===== src/rtl/seg7_pkg.sv =====
// Shared constants and types for the seven-segment scan back-end.
// Glyphs are active-low, bit 0 = segment a ... bit 6 = segment g.
package seg7_pkg;

    localparam logic [6:0] SEG_BLANK = 7'h7F;
    localparam logic [6:0] SEG_DASH  = 7'b0111111;

    localparam logic [6:0] SEG_0 = 7'b1000000;
    localparam logic [6:0] SEG_1 = 7'b1111001;
    localparam logic [6:0] SEG_2 = 7'b0100100;
    localparam logic [6:0] SEG_3 = 7'b0110000;
    localparam logic [6:0] SEG_4 = 7'b0011001;
    localparam logic [6:0] SEG_5 = 7'b0010010;
    localparam logic [6:0] SEG_6 = 7'b0000010;
    localparam logic [6:0] SEG_7 = 7'b1111000;
    localparam logic [6:0] SEG_8 = 7'b0000000;
    localparam logic [6:0] SEG_9 = 7'b0010000;

    typedef logic [1:0] digit_t;

    // Active-low one-hot anode pattern selecting a single digit.
    function automatic logic [3:0] anode_onehot(input digit_t d);
        return ~(4'b0001 << d);
    endfunction

endpackage


===== src/rtl/bcd_to_seg7.sv =====
// Combinational BCD to seven-segment decoder; codes 10..15 show a dash.
module bcd_to_seg7
    import seg7_pkg::*;
(
    input  logic [3:0] bcd,
    output logic [6:0] seg
);

    // Glyph lookup.
    always_comb begin
        case (bcd)
            4'd0:    seg = SEG_0;
            4'd1:    seg = SEG_1;
            4'd2:    seg = SEG_2;
            4'd3:    seg = SEG_3;
            4'd4:    seg = SEG_4;
            4'd5:    seg = SEG_5;
            4'd6:    seg = SEG_6;
            4'd7:    seg = SEG_7;
            4'd8:    seg = SEG_8;
            4'd9:    seg = SEG_9;
            default: seg = SEG_DASH;
        endcase
    end

endmodule


===== src/rtl/seg7_scan.sv =====
// Four-digit common-anode display scanner for the countdown timer.
// Inputs are sampled once per frame into shadows so a frame is always
// self-consistent; adds leading-zero blanking, colon, alarm flash and tone.
module seg7_scan
    import seg7_pkg::*;
#(
    parameter int SCAN_DIV  = 25000,   // cycles per digit slot, at least 4
    parameter int FLASH_DIV = 250,     // frames per flash half-period
    parameter int TONE_DIV  = 12500    // cycles per tone half-period
) (
    input  logic       uclock,
    input  logic       reset,
    input  logic [3:0] num0,
    input  logic [3:0] num1,
    input  logic [3:0] num2,
    input  logic [3:0] num3,
    input  logic       buzzer,
    input  logic       colon_en,
    input  logic       blank_lz,
    output logic [3:0] an,
    output logic [6:0] seg,
    output logic       dp,
    output logic       buzz_out
);

    localparam int SCAN_W  = $clog2(SCAN_DIV);
    localparam int FLASH_W = $clog2(FLASH_DIV + 1);
    localparam int TONE_W  = $clog2(TONE_DIV + 1);

    localparam logic [SCAN_W-1:0]  SCAN_LAST  = SCAN_W'(SCAN_DIV - 1);
    localparam logic [SCAN_W-1:0]  GHOST_END  = SCAN_W'(2);
    localparam logic [FLASH_W-1:0] FLASH_LAST = FLASH_W'(FLASH_DIV - 1);
    localparam logic [TONE_W-1:0]  TONE_LAST  = TONE_W'(TONE_DIV - 1);

    logic [SCAN_W-1:0]  scan_cnt;
    digit_t             digit;
    logic [3:0]         sh_num [4];
    logic               sh_buzzer;
    logic               sh_colon;
    logic               sh_blank;
    logic [FLASH_W-1:0] frame_cnt;
    logic               phase;
    logic [TONE_W-1:0]  tone_cnt;
    logic               tone;

    logic       slot_end;
    logic       frame_end;
    logic       snap_now;
    logic       tone_active;
    logic       dark;
    logic       blank3;
    logic       blank2;
    logic       digit_blank;
    logic [3:0] cur_num;
    logic [6:0] cur_seg;

    assign slot_end    = (scan_cnt == SCAN_LAST);
    assign frame_end   = slot_end && (digit == digit_t'(3));
    assign snap_now    = (scan_cnt == '0) && (digit == digit_t'(0));
    assign tone_active = sh_buzzer && !phase;
    assign dark        = sh_buzzer && phase;
    assign cur_num     = sh_num[digit];

    bcd_to_seg7 u_dec (
        .bcd (cur_num),
        .seg (cur_seg)
    );

    // Slot timer; the digit index advances each time the slot timer wraps.
    always_ff @(posedge uclock or posedge reset) begin
        if (reset) begin
            scan_cnt <= '0;
            digit    <= '0;
        end else if (slot_end) begin
            scan_cnt <= '0;
            digit    <= digit + digit_t'(1);
        end else begin
            scan_cnt <= scan_cnt + SCAN_W'(1);
        end
    end

    // Frame-start capture of everything the display depends on.
    always_ff @(posedge uclock or posedge reset) begin
        if (reset) begin
            sh_num[0] <= '0;
            sh_num[1] <= '0;
            sh_num[2] <= '0;
            sh_num[3] <= '0;
            sh_buzzer <= 1'b0;
            sh_colon  <= 1'b0;
            sh_blank  <= 1'b0;
        end else if (snap_now) begin
            sh_num[0] <= num0;
            sh_num[1] <= num1;
            sh_num[2] <= num2;
            sh_num[3] <= num3;
            sh_buzzer <= buzzer;
            sh_colon  <= colon_en;
            sh_blank  <= blank_lz;
        end
    end

    // Alarm flash: phase flips every FLASH_DIV frames while the alarm is held.
    always_ff @(posedge uclock or posedge reset) begin
        if (reset) begin
            frame_cnt <= '0;
            phase     <= 1'b0;
        end else if (!sh_buzzer) begin
            frame_cnt <= '0;
            phase     <= 1'b0;
        end else if (frame_end) begin
            if (frame_cnt == FLASH_LAST) begin
                frame_cnt <= '0;
                phase     <= !phase;
            end else begin
                frame_cnt <= frame_cnt + FLASH_W'(1);
            end
        end
    end

    // Buzzer square wave, running only during the lit half of the flash.
    always_ff @(posedge uclock or posedge reset) begin
        if (reset) begin
            tone_cnt <= '0;
            tone     <= 1'b0;
        end else if (!tone_active) begin
            tone_cnt <= '0;
            tone     <= 1'b0;
        end else if (tone_cnt == TONE_LAST) begin
            tone_cnt <= '0;
            tone     <= !tone;
        end else begin
            tone_cnt <= tone_cnt + TONE_W'(1);
        end
    end

    // Leading-zero blanking: a digit may only blank if everything left of it did.
    always_comb begin
        blank3      = sh_blank && (sh_num[3] == 4'd0);
        blank2      = blank3 && (sh_num[2] == 4'd0);
        digit_blank = 1'b0;
        case (digit)
            digit_t'(3): digit_blank = blank3;
            digit_t'(2): digit_blank = blank2;
            default:     digit_blank = 1'b0;
        endcase
    end

    // Output registers; anodes stay dark for the first two cycles of each slot.
    always_ff @(posedge uclock or posedge reset) begin
        if (reset) begin
            an       <= 4'hF;
            seg      <= SEG_BLANK;
            dp       <= 1'b1;
            buzz_out <= 1'b0;
        end else begin
            an       <= (scan_cnt < GHOST_END || digit_blank || dark) ? 4'hF
                                                                      : anode_onehot(digit);
            seg      <= digit_blank ? SEG_BLANK : cur_seg;
            dp       <= !((digit == digit_t'(2)) && sh_colon);
            buzz_out <= tone_active && tone;
        end
    end

endmodule


===== config.mk =====
export PLATFORM = sky130hd
export DESIGN_NAME = seg7_scan
export DESIGN_NICKNAME = d
export VERILOG_FILES = /design/src/rtl/seg7_pkg.sv /design/src/rtl/bcd_to_seg7.sv /design/src/rtl/seg7_scan.sv
export SDC_FILE = /design/constraint.sdc
export NUM_CORES = 1
export LEC_CHECK = 0
export ABC_CLOCK_PERIOD_IN_PS = 3200
export CAP_MARGIN = 10
export CELL_PAD_IN_SITES_DETAIL_PLACEMENT = 1
export CELL_PAD_IN_SITES_GLOBAL_PLACEMENT = 2
export CORE_ASPECT_RATIO = 2
export CORE_MARGIN = 2
export CORE_UTILIZATION = 38
export DETAILED_ROUTE_END_ITERATION = 12
export MAX_ROUTING_LAYER = met4
export PLACE_DENSITY_LB_ADDON = 0.1
export SYNTH_ARGS = -nofsm -noshare
export SYNTH_HDL_FRONTEND = slang
export SYNTH_HIERARCHICAL = 1
export SYNTH_SLANG_ARGS = --single-unit

===== constraint.sdc =====
create_clock -name uclock -period 3.2 [get_ports uclock]
set_clock_uncertainty 0.1 [all_clocks]
set_input_delay 0.8 -clock uclock [delete_from_list [all_inputs] [get_ports uclock]]
set_output_delay 0.8 -clock uclock [all_outputs]
set_load 0.01 [all_outputs]

==> out/qor.yml <==
cp.required_ns: 3.31
grtUsageTotal: 0.186
start_util: 0.386
nNetsFinal: 397
die_x_um: 72.6
row_count: 50
fmax_mhz: 384
crit_family: "simple AND/OR/NAND/NOR gates"
finalMaxSlewViolations: 0
cts_buffer_depth: 2
cp_num_buf_inv: 1
synth_ff_type: "dfrtp_1"
globalplace.congestion: 0.825
period_needed_ns: 2.60
ys_async_sr_fraction: 1.00
power_density_nw_per_um2: 472
leakage_uw: 0.00186
critPathSlowestCell: "or4_1"
final_common_cell: "dfrtp_1"
arrival_ns: 2.72
drtIter0Drc: 73
area_growth_pct: 20.5
path_cells: "or4_1 > nor4_1 > and3_1 > buf_4 > mux2_2"
portBuffers: 33
syn_avg_cell_area_um2: 11.0
crit_fanout: 14
antenna_found_initial: 0
startpoint_type: "flip-flop"
drc: 0
final_cell_mix: "61 x dfrtp_1, 33 x clkdlybuf4s50_1, 30 x nor2_1, 20 x nand2_1, 19 x mux2_2"
crit_type: "flip-flop to flip-flop"
slowest_delay_ns: 0.56
synth_cell_types: 47
slew_headroom: 0.617
grt_max_degree: 59
finalCritPeriodShare: 0.813
synth_seq_cells: 73
cts_tree: "built"
diodes: 0
cts-root-buf: "clkbuf_16"
drt_pass1_iterations: 4
worstSetupEndpointType: "flip-flop"
syn_inst: 326
grt_setup_unrepaired: "no"
holdCritPathClass: "flip-flop to flip-flop"
antenna_left: 0
cts_resized: 0
ys_warn_count: 6
whs_ns: 0.311
drive_gt1_frac: 0.199
cts_buffers: 9
grt_overflow_total: 0
coreArea_um2: 9260
ir_drop_mv: 0.297
cts_setup_buffers: 0
die_area_um2: 10300
num_vias: 2582
totalWireLength_um: 8370
total_power_uw: 2030
final_hold_viol_count: 0
grt_pass1_vias: 2791
r2r_cells: 5
finalSetupViolCount: 0
io_pins: 34
dp_hpwl_um: 6100
yosysSeqAreaShare: 0.515
synthesis.area_um2: 3580
worstMarginPinSlew_ns: 0.575
grt_pass1_wl_um: 14100
status: "complete, no violations"
syn_nets: 361
wl_per_cell_um: 17.8
cts.sinks: 73
final_util: 0.465
crit_cells: 5
maxCapViolCount: 0
h-tree-depth: 3
synth_enable_flop_cells: 0
viasPerCell: 5.48
cts_hold_buf: 0
fin_setup_tns_ns: 0
fp.dieH_um: 141
path_clk_slew_ns: 0.06
clk_latency_ns: 0.33
hold-path-cell-count: 1
-- final timing paths --
kind                       slack [ns]    startpoint        end
min reg2reg                      0.31      sh_colon         dp
max                              0.60  scan_cnt[14]  sh_num[3]
max reg2reg                      0.60  scan_cnt[14]  sh_num[3]
max in group asynchronous        1.64         reset     seg[4]
min in group asynchronous        0.67         reset   buzz_out
min                              0.31      sh_colon         dp
-- synth_stat cells, types with 4 or more instances --
| cell | count | area share |
|---|---|---|
| nor2_1 | 30 | 0.031 |
| buf_2 | 4 | 0.0056 |
| mux4_2 | 4 | 0.025 |
| or3_1 | 6 | 0.010 |
| and3_1 | 5 | 0.0087 |
| clkbuf_1 | 8 | 0.0084 |
| dfstp_2 | 12 | 0.088 |
| ha_1 | 14 | 0.049 |
| o21ai_0 | 11 | 0.015 |
| nand3_1 | 14 | 0.020 |
| nand4_1 | 11 | 0.019 |
| xnor2_1 | 5 | 0.012 |
| a21oi_1 | 9 | 0.013 |
| inv_1 | 13 | 0.014 |
| or4_1 | 5 | 0.010 |
| nand2b_1 | 4 | 0.0070 |
| and2_1 | 4 | 0.0070 |
| mux2_2 | 19 | 0.060 |
| nand2_1 | 20 | 0.021 |
| dfrtp_1 | 61 | 0.43 |
| or2_2 | 9 | 0.016 |
| nor3_1 | 4 | 0.0056 |
| nor4_1 | 4 | 0.0070 |
| xor2_1 | 17 | 0.042 |
-- state kept, by name (all words and copies together), names as in the netlist --
signal     count
digit          2
frame_cnt      8
buzz_out       1
sh_num        16
tone_cnt      14
tone           1
sh_blank       1
seg            7
sh_colon       1
an             4
phase          1
sh_buzzer      1
dp             1
scan_cnt      15
-- power by group --
group          internal, µW  total [µW]  switching, µW
registers               952         967           15.8
logic                  66.1         125           58.7
clock network           562         943            380
total                  1580        2030            455
-- logic make-up after synthesis --
| group | share of synthesized area |
|---|---|
| DFF | 0.515 |
| muxes | 0.0878 |
| buffers and inverters | 0.0308 |
| AOI/OAI and AO/OA | 0.0647 |
| and+or+nand+nor | 0.199 |
| adders and majority gates | 0.0490 |
| xor gates and xnor gates | 0.0539 |
-- metal layers --
layer / vias to the layer above / global-route usage / wire, µm
li1: 1216 / - / -
met2: 38 / 0.329 / 4800
met1: 1315 / 0.195 / 3160
met3: 13 / 0.0365 / 199
met5: - / - / 0
met4: 0 / 0.0819 / 206
-- through the flow --
stage / worst slack [ns] / instance area, µm² / cells
floorplan: 0.467 / 3580 / 326
global placement: 0.652 / 4030 / 455
detailed placement: 0.592 / 4030 / 455
CTS: 0.581 / 4310 / 471
global route: 0.422 / 4310 / 471
finish: 0.597 / 4310 / 471
-- layout make-up --
cell class | instances | area [µm²]
Fill cell | 1003 | 4950
Sequential cell | 73 | 1840
Multi-Input combinational cell | 227 | 1630
Timing Repair Buffer | 38 | 380
Clock buffer | 11 | 253
Tap cell | 104 | 130
Inverter | 13 | 48.8
Clock inverter | 5 | 30.0
No activity file was read; power rests on OpenSTA's default activity.
==> variant, RTL diff (same flow settings) <==
`TONE_DIV`: 12500 -> 6250.
--- a/src/rtl/seg7_scan.sv
+++ b/src/rtl/seg7_scan.sv
@@ -6,7 +6,7 @@
 #(
     parameter int SCAN_DIV  = 25000,   // cycles per digit slot, at least 4
     parameter int FLASH_DIV = 250,     // frames per flash half-period
-    parameter int TONE_DIV  = 12500    // cycles per tone half-period
+    parameter int TONE_DIV  = 6250    // cycles per tone half-period
 ) (
     input  logic       uclock,
     input  logic       reset,
Function: no difference found for any inputs over 10 cycles, from zero or initial values and one cycle with reset high; that may be too few to reach the edited logic, so the function may still have changed.
==> variant against the unedited design <==
  * Synthesized area rose by 1.4%
  * Fmax rose by 2.2%
  * Sequential share of layout area shrank 1.5 points
  * Setup slack better by 0.056 ns
  * Routed wire length down 2.9%
  * Design area up 2.3%
  * Count of clock-buffer cells in the layout decreased by 2
  * Power grew 9.9%
  * Non-clock buffer count down 1
  * Sequential power down 1%
  * Sequential cell count shrank 1
  * Critical path type unchanged
  * Largest cell class unchanged
==> variant: results <==
set metrics [dict create \
    status "complete, no violations" \
    postSynthNetCount 355 \
    detailed_place_hpwl_mm 6.23 \
    grt_pass1_vias 2721 \
    synthFlopType "dfrtp_1" \
    grt_use_total 0.181 \
    synth-async-reset-ratio 1.00 \
    vias_per_cell 5.34 \
    grt_pass1_wl_mm 13.7 \
    cp_max_fo 19 \
    drive_gt1_frac 0.209 \
    ys_types 52 \
    gp_congestion 0.789 \
    yosysSeqAreaShare 0.501 \
    met1_usage 0.183 \
    worstPathArrival_ns 2.67 \
    fillers 1019 \
    met3_usage 0.0269 \
    reg2reg_to "sh_num[13]" \
    synth_xor_area_frac 0.0531 \
    insertion_delay_ns 0.34 \
    max_stage_delay_ns 0.59 \
    synthTopCellsByArea "dfrtp_1 (41%), dfstp_2 (8.7%), ha_1 (5.2%)" \
    gr-usage-met2 0.327 \
    worstMarginPinSlew_ns 0.870 \
    slowest_stage "or4_4" \
    synthMuxAreaShare 0.0997 \
    ir_worst_vdd_v 0.000308 \
    largestRegisters "sh_num x16, scan_cnt x15, tone_cnt x13" \
    hp-class "reg -> reg" \
    reg2reg_from "scan_cnt[9]" \
    htree_levels 3 \
    p_sw_w 0.000466 \
    synth_common_cells "dfrtp_1 (60), nor2_1 (33), nand2_1 (20), nand3_1 (17), ha_1 (15)" \
    drt_wl_total_mm 8.13 \
    synth_compound_area_frac 0.0586 \
    leakagePower_nw 1.89 \
    grt_max_degree 41 \
    synth_adder_area_share 0.0517 \
    r2r_slack_ns 0.65 \
    fin_nets 394 \
    syn_area_um2 3630 \
    reg2reg_depth 4 \
    drt_iter0_drc 126 \
]
==> variant: cell types whose count changed in the layout (fill, tap and decap cells not counted), sizes merged, moves of 4 or more <==
cell / before / now
nor2: 30 / 34
xnor2: 5 / 13
nand4: 11 / 6
xor2: 17 / 9
==> variant: worst max-delay path, delay by kind of cell (launching register included) <==
kind	cells	cell delay, ns
multiplexers	1	0.39
AND/OR/NAND/NOR	3	1.51
flip-flops	1	0.42
==> variant: worst max path at each step <==
stage,from,end,slack (ns),cells past startpoint
CTS,scan_cnt[9],sh_num[7],0.62,4
finish,scan_cnt[9],sh_num[13],0.65,4
global route,scan_cnt[9],sh_num[13],0.57,4
global placement,scan_cnt[9],sh_num[7],0.67,4
floorplan,reset,buzz_out,0.49,1
detailed placement,scan_cnt[9],sh_num[7],0.63,4
==> variant: cell type report <==
| type | count | share of cell area |
|---|---|---|
| clock buffers | 9 | 0.0511 |
| clock inverters | 7 | 0.0273 |
| inverters | 14 | 0.0119 |
| multi-input cells | 224 | 0.383 |
| flip-flops and latches | 72 | 0.412 |
| well taps | 104 | 0.0295 |
| repair buffers | 37 | 0.0846 |
==> variant: through the flow <==
step | worst slack [ns] | area [um^2] | utilization | hold WS, ns | instances
2_1_floorplan | 0.495 | 3630 | - | 0.272 | 319
3_3_place_gp | 0.671 | 4060 | 0.436 | 0.286 | 451
3_5_place_dp | 0.629 | 4060 | 0.436 | 0.294 | 451
4_1_cts | 0.624 | 4410 | 0.473 | 0.302 | 467
5_1_grt | 0.574 | 4410 | 0.473 | 0.328 | 467
6_report | 0.653 | 4410 | 0.473 | 0.298 | 467
==> variant: power by group through the flow <==
stage | registers [W] | logic [W] | clock network (W)
after detailed placement | 0.000973 | 0.000130 | 0
after floorplan | 0.000970 | 0.0000675 | 0
after CTS | 0.000957 | 0.000130 | 0.00118
after global routing | 0.000959 | 0.000141 | 0.00122
after global placement | 0.000972 | 0.000128 | 0
final | 0.000956 | 0.000126 | 0.00115
==> variant: routing by layer <==
layer	routed length (um)	vias to the layer above
met5	0	-
met4	178	0
met3	164	12
met2	4840	28
met1	2940	1265
li1	-	1188
==> variant: logic make-up (layout without fill, tap and decap cells) <==
logic type | Yosys count | in the layout
flops | 72 | 72
compound gates | 32 | 32
fa+ha+maj | 15 | 15
simple gates | 130 | 130
buf+inv | 23 | 67
xor+xnor | 22 | 22
mux | 25 | 25
